File: src/rtl/divisor_seq.sv
// divisor_seq: sequential restoring divider for MIPS DIV/DIVU.
// Works on operand magnitudes, one quotient bit per clock, then fixes up signs.
// Results follow the multiplier convention: out_high = remainder, out_low = quotient.
module divisor_seq #(
  parameter int WIDTH = 32
) (
  input  logic             clk,
  input  logic             reset_n,
  input  logic             divOp,
  input  logic             is_signed,
  input  logic [WIDTH-1:0] dividend,
  input  logic [WIDTH-1:0] divisor,
  output logic             busy,
  output logic             done,
  output logic             div_zero,
  output logic [WIDTH-1:0] out_high,
  output logic [WIDTH-1:0] out_low
);

  localparam int CW = $clog2(WIDTH) + 1;

  typedef enum logic [1:0] {
    IDLE,
    RUN,
    FIX,
    DONE_Z
  } state_t;

  state_t state_q, state_d;

  // The remainder only ever holds values below |divisor|, so WIDTH bits suffice;
  // the extra bit of the working remainder lives in the shifted/diff values.
  logic [WIDTH-1:0] rem_q, rem_d;
  // Quotient register; also carries the raw dividend for the divide-by-zero path.
  logic [WIDTH-1:0] quo_q, quo_d;
  logic [WIDTH-1:0] dvs_q, dvs_d;
  logic [CW-1:0]    count_q, count_d;
  logic             signQ_q, signQ_d;
  logic             signR_q, signR_d;
  logic             busy_q, busy_d;
  logic             done_q, done_d;
  logic             divZero_q, divZero_d;
  logic [WIDTH-1:0] outHigh_q, outHigh_d;
  logic [WIDTH-1:0] outLow_q, outLow_d;

  logic [WIDTH-1:0] absDividend;
  logic [WIDTH-1:0] absDivisor;
  logic [WIDTH:0]   shifted;
  logic [WIDTH:0]   diff;

  // Operand magnitudes; 0x80000000 maps onto itself, which is correct when read as unsigned.
  always_comb begin
    absDividend = (is_signed && dividend[WIDTH-1]) ? (~dividend + 1'b1) : dividend;
    absDivisor  = (is_signed && divisor[WIDTH-1])  ? (~divisor + 1'b1)  : divisor;
  end

  // One restoring step: shift the next dividend bit into R and trial-subtract the divisor.
  // The top bit of diff is the borrow, i.e. set exactly when shifted R < |divisor|.
  always_comb begin
    shifted = {rem_q, quo_q[WIDTH-1]};
    diff    = shifted - {1'b0, dvs_q};
  end

  // State register.
  always_ff @(posedge clk) begin
    if (!reset_n) begin
      state_q <= IDLE;
    end else begin
      state_q <= state_d;
    end
  end

  // Next-state logic: divOp is only looked at while idle.
  always_comb begin
    state_d = state_q;
    case (state_q)
      IDLE: begin
        if (divOp) begin
          state_d = (divisor == '0) ? DONE_Z : RUN;
        end
      end
      RUN: begin
        if (count_q == CW'(WIDTH - 1)) begin
          state_d = FIX;
        end
      end
      FIX:     state_d = IDLE;
      DONE_Z:  state_d = IDLE;
      default: state_d = IDLE;
    endcase
  end

  // Datapath and output next values for each state.
  always_comb begin
    rem_d     = rem_q;
    quo_d     = quo_q;
    dvs_d     = dvs_q;
    count_d   = count_q;
    signQ_d   = signQ_q;
    signR_d   = signR_q;
    busy_d    = busy_q;
    done_d    = 1'b0;
    divZero_d = divZero_q;
    outHigh_d = outHigh_q;
    outLow_d  = outLow_q;
    case (state_q)
      IDLE: begin
        if (divOp) begin
          busy_d = 1'b1;
          if (divisor == '0) begin
            divZero_d = 1'b1;
            quo_d     = dividend;
          end else begin
            divZero_d = 1'b0;
            signQ_d   = is_signed & (dividend[WIDTH-1] ^ divisor[WIDTH-1]);
            signR_d   = is_signed & dividend[WIDTH-1];
            quo_d     = absDividend;
            dvs_d     = absDivisor;
            rem_d     = '0;
            count_d   = '0;
          end
        end
      end
      RUN: begin
        if (!diff[WIDTH]) begin
          rem_d = diff[WIDTH-1:0];
          quo_d = {quo_q[WIDTH-2:0], 1'b1};
        end else begin
          rem_d = shifted[WIDTH-1:0];
          quo_d = {quo_q[WIDTH-2:0], 1'b0};
        end
        count_d = count_q + CW'(1);
      end
      FIX: begin
        outLow_d  = signQ_q ? (~quo_q + 1'b1) : quo_q;
        outHigh_d = signR_q ? (~rem_q + 1'b1) : rem_q;
        done_d    = 1'b1;
        busy_d    = 1'b0;
      end
      DONE_Z: begin
        outHigh_d = quo_q;
        outLow_d  = '1;
        done_d    = 1'b1;
        busy_d    = 1'b0;
      end
      default: begin
        busy_d = 1'b0;
      end
    endcase
  end

  // Datapath and output registers; reset abandons any division in flight.
  always_ff @(posedge clk) begin
    if (!reset_n) begin
      rem_q     <= '0;
      quo_q     <= '0;
      dvs_q     <= '0;
      count_q   <= '0;
      signQ_q   <= 1'b0;
      signR_q   <= 1'b0;
      busy_q    <= 1'b0;
      done_q    <= 1'b0;
      divZero_q <= 1'b0;
      outHigh_q <= '0;
      outLow_q  <= '0;
    end else begin
      rem_q     <= rem_d;
      quo_q     <= quo_d;
      dvs_q     <= dvs_d;
      count_q   <= count_d;
      signQ_q   <= signQ_d;
      signR_q   <= signR_d;
      busy_q    <= busy_d;
      done_q    <= done_d;
      divZero_q <= divZero_d;
      outHigh_q <= outHigh_d;
      outLow_q  <= outLow_d;
    end
  end

  assign busy     = busy_q;
  assign done     = done_q;
  assign div_zero = divZero_q;
  assign out_high = outHigh_q;
  assign out_low  = outLow_q;

endmodule

File: config.mk
export PLATFORM = sky130hd
export DESIGN_NAME = divisor_seq
export DESIGN_NICKNAME = d
export VERILOG_FILES = /design/src/rtl/divisor_seq.sv
export SDC_FILE = /design/constraint.sdc
export NUM_CORES = 1
export LEC_CHECK = 0
export BUFFER_PORTS_ARGS = -buffer_cell sky130_fd_sc_hd__buf_2
export CORE_MARGIN = 2
export CORE_UTILIZATION = 59
export DETAILED_ROUTE_END_ITERATION = 6
export GPL_ROUTABILITY_DRIVEN = 0
export HOLD_SLACK_MARGIN = 0.12
export PLACE_DENSITY = 0.81
export SYNTH_ARGS = -nofsm -noshare
export SYNTH_HDL_FRONTEND = slang
export SYNTH_SLANG_ARGS = --single-unit
File: constraint.sdc
create_clock -name clk -period 4 [get_ports clk]
set_clock_uncertainty 0.05 [all_clocks]
set_input_delay 0.6 -clock clk [delete_from_list [all_inputs] [get_ports clk]]
set_output_delay 0.6 -clock clk [all_outputs]
set_load 0.005 [all_outputs]
Word level (Yosys, flattened, before mapping):

Index checks and enable logic that the tools add are counted.

* register bits after elaboration: 173
* latch bits: 0
* bits in writable memories: 0
* bits in read-only memories: 0
* output and inout port bits: 67
* word-level logic and storage cells: 72
* memories kept: 0

* $add $sub $neg: 6
* multiply operators: 0
* div/mod/pow operators: 0
* order comparisons: 0
* equality and inequality tests: 7
* shift operators: 0
* multiplexer cells: 25
* bitwise operators: 8
* reduce and logical (&&, ||, !) cells: 14

Operators by type and width (count)
* 32-bit 2-to-1 mux: 9
* 32-bit case mux with 2 select lines: 4
* 32-bit by 1-bit adder with 32-bit output, second input constant: 4
* 32-bit NOT: 4
* 33-bit by 32-bit subtractor with 33-bit output: 1
* 32-bit logical NOT: 1
* 6-bit 2-to-1 mux: 2
* 6-bit case mux with 2 select lines: 1
* 2-bit AND reduction: 4
* 6-bit by 1-bit adder with 6-bit output, second input constant: 1
* 6-bit by 5-bit equality test with 1-bit output, second input constant: 1
* 2-bit 2-to-1 mux: 3
* 2-bit != test, second input constant: 3
* 2-bit case mux with 3 select lines: 1
* 3-bit AND reduction: 2
* 2-bit nonzero test: 3
* 2-bit equality test, second input constant: 2
* 1-bit 2-to-1 mux: 4
* 1-bit AND: 2
* 2-bit by 1-bit equality test with 1-bit output, second input constant: 1
* 1-bit logical AND: 2
* 2-bit logical NOT: 1
* 1-bit case mux with 2 select lines: 1
* 2-bit OR reduction: 1
* 2 further kinds: 2

Logic depth before layout (Yosys ltp):

* word-level depth: 6
* mapped depth: 14
* mapped depth without buffers: 12

Worst setup path after synthesis:

Ideal clock, no wire load.

* kind: reg-to-reg
* from: register quo_q[31]
* to: register rem_q[10]
* setup time: 0.128 ns
* arrival: 3.245 ns
* data required time: 3.822 ns
* slack: 0.576 ns
* cell stages (with the launch flop): 15
* buffers on the path: 2
* path through: dfxtp_1 -> inv_1 -> ha_1 -> fa_1 -> nand2b_1 -> a21oi_1 -> o21ai_0 -> o21ai_0 -> a21oi_1 -> o211ai_1 -> o311a_1 -> clkbuf_1 -> clkbuf_1 -> mux2i_1 -> o21ai_0

* cells in the longest elaborated chain, start to end: 3

Ends and longest elaborated chain
* start, declared: line 35 `logic [WIDTH-1:0] quo_q, quo_d;`
* start signal, assigned: line 168 `quo_q <= quo_d;`
* 33-bit by 32-bit subtractor with 33-bit output: line 61 `diff = shifted - {1'b0, dvs_q};`
* 32-bit 2-to-1 mux: line 125 `if (!diff[WIDTH]) begin`
* 32-bit case mux with 2 select lines: line 106 `case (state_q)`
* end signal, assigned: line 167 `rem_q <= rem_d;`
* end, declared: line 33 `logic [WIDTH-1:0] rem_q, rem_d;`

No other way between the ends.
A chain may end at the register's enable or synchronous reset.

Worst setup path in the final report:

* from: register quo_q[31]
* to: register rem_q[0]

* cells in the longest elaborated chain, start to end: 3

Ends and longest elaborated chain (line)
* 33-bit by 32-bit subtractor with 33-bit output: 61
* 32-bit 2-to-1 mux *: 125
* 32-bit case mux with 2 select lines *: 106

Every way passes the cells marked *; elsewhere a longest branch is shown, timed or not.

==> impl_metrics.csv <==
group,metric,value,unit
die,ios,135,
routing,ant_nets,0,
final_layout,area_growth,11.8,%
routing,wl,30.5,mm
logic_synthesis,syn-num-nets,1500,
global_route,grt_pass1_vias,9524,
critical_path,worst_ep_arrival_time,3.99,ns
clock_tree,root_buffer,"clkbuf_16",
logic_synthesis,ys_async_sr_fraction,0,%
critical_path,cp.required,4.33,ns
logic_synthesis,avgSynthCellArea,7.86,um^2
sta,setup_tns,0,ns
routing,drc_errors,0,
clock_tree,cts_sinks,173,
run_status,status,"finished, final reports clean",
sta,fin_crit,3.65,ns
logic_synthesis,ys.warnings.count,0,
logic_synthesis,syn_area,11000,um^2
final_layout,diodes,0,
clock_tree,numCtsBuffers,17,
die,dieWidth,140,um
pwr,vdd_drop_max,0.549,mV
clock_tree,insertion_delay,0.44,ns
routing,drt-initial-drc-count,1196,
critical_path,setup.worst_path.start,"quo_q[31]",
critical_path,start_kind,"register",
logic_synthesis,synth_edf_count,0,
pwr,total_power,0.00896,W
sta,setup_violations,0,
critical_path,cp_max_fo,17,
critical_path,rr_startpoint,"quo_q[31]",
min_path,min_path_type,"reg -> reg",
sta,maxSlewViolCount,0,
sta,setup_slack,0.345,ns
logic_synthesis,synth_area_leaders,"dfxtp_1, xnor2_1, nor2_1",
sta,hold_viol,0,
critical_path,worstSetupEndpointType,"register",
clock_tree,clockBufferDepth,2,
sta,finalCritPeriodShare,91.4,%
min_path,worstHoldStart,"dvs_q[31]",
sta,tightest_slew,1.17,ns
sta,max_freq,0.274,GHz
placement,io_buffers,134,
logic_synthesis,synth_cells,1394,
logic_synthesis,yosysTopAreaCellShare,31.6,%
placement,placed_area,11700,um^2
global_route,grt_pass1_wl,48.6,mm
clock_tree,clkTransAtPathRegs,0.07,ns
routing,dr_total_vias,10600,
global_route,overflow,0,
die,die_area,19700,um^2
sta,hold_ws,0.409,ns
die,die_h,140,um
logic_synthesis,synth.most_common_cell,"dfxtp_1",
placement,place_hpwl,22.6,mm
pwr,leakagePower,5.06,nW
pwr,pwr_density_cell,732,nW/um^2
clock_tree,h-tree-depth,4,
final_layout,nNetsFinal,1576,
die,rows,49,
logic_synthesis,netlist_top_cells_count,"dfxtp_1, nor2_1, nand2_1",
die,core,18100,um^2
logic_synthesis,ys_seq_elements,173,
clock_tree,cts_resized,0,
clock_tree,holdBufCountCts,0,
global_route,grt_max_degree,83,
logic_synthesis,yosysSeqAreaShare,31.6,%
sta,rsz0062_at_grt,"no",
global_route,antenna_found_initial,0,
logic_synthesis,yosysTopAreaCell,"dfxtp_1",
clock_tree,post-cts-setup-buffers,0,
logic_synthesis,ys_types,65,
sta,relSlewSlack,21.9,%
final_layout,design_area,12200,um^2
routing,dr.pass1.iters,7,
final_layout,layout-drive-gt1-share,14.0,%
clock_tree,cts_tree,"yes",
logic_synthesis,synth_ff_type,"dfxtp_1",
global_route,gr-usage-all-layers,30.6,%
routing,wl_per_cell,17.8,um
job,cap_violations,0,
critical_path,critPathKind,"reg -> reg",
placement,pre_cts_slack,0.401,ns
die,start_util,60.6,%
routing,vias_per_cell,6.22,
[cell families (layout without fill, tap and decap cells)]
family	count (synthesis)	in the layout	share of synthesized area (%)
AND/OR/NAND/NOR	448	448	18.8
AO/OA/AOI/OAI	393	393	23.5
flip-flops	173	173	31.6
XOR/XNOR	150	150	12.0
buffers and inverters	142	230	5.13
multiplexers	50	50	4.57
adder cells (fa/ha/maj)	38	38	4.41
[metal layers]
| metal | vias to the layer above | share of wire (%) | GRT usage [%] |
|---|---|---|---|
| met3 | 85 | 8.9 | 4.38 |
| met5 | - | 0 | 0 |
| met4 | 0 | 4.0 | 14.5 |
| met1 | 4885 | 44 | 43.0 |
| met2 | 531 | 43 | 46.6 |
| li1 | 5138 | - | - |
[state kept, by name (all words and copies together) (netlist names)]
name / count
state_q: 2
rem_q: 32
quo_q: 32
signR_q: 1
out_low: 32
out_high: 32
div_zero: 1
count_q: 6
signQ_q: 1
dvs_q: 32
busy: 1
done: 1
[worst paths after layout]
path / slack, ns / to / depth (start not counted)
max: 0.35 / rem_q[0] / 13
min: 0.41 / dvs_q[31] / 2
max reg2reg: 0.35 / rem_q[0] / 13
min reg2reg: 0.41 / dvs_q[31] / 2
[area by class of cell]
cell class	instances	area (um^2)
inverter	50	189
tap	229	287
fill	1534	5840
clock inverter	12	153
sequential	173	3470
timing repair buffer	149	783
multi-input combinational	1079	6930
clock buffer	19	433
[report_power, final]
| part | internal, W | switching, W |
|---|---|---|
| Sequential | 0.00191 | 0.000376 |
| Clock | 0.000937 | 0.000734 |
| Combinational | 0.00211 | 0.00288 |
| Total | 0.00496 | 0.00399 |
[through the flow]
stage	instances	util [%]
2_1_floorplan	1394	-
3_3_place_gp	1680	64.4
3_5_place_dp	1680	64.4
4_1_cts	1711	67.7
5_1_grt	1711	67.7
6_report	1711	67.7
[cell usage in the layout, fill, tap and decap left out, types with 49 or more instances in the layout]
cell     instances
xnor2_1         89
inv_1           49
dfxtp_1        171
a21oi_1         68
o21ai_0        125
buf_2          134
nor2_1         171
xor2_1          61
nand2_1        136
mux2i_1         50
[critical path, cell delays in order, from the launching register on]
cell      delay [ns]
dfxtp_1         0.37
inv_1           0.09
ha_1            0.24
fa_1            0.40
nand2b_1        0.19
a21oi_1         0.18
o21ai_0         0.16
o21ai_0         0.42
a21oi_1         0.24
o21a_1          0.26
o311a_1         0.38
buf_4           0.23
or3_1           0.32
nand3_1         0.09
Note: power is estimated with default switching activity, not from simulation.
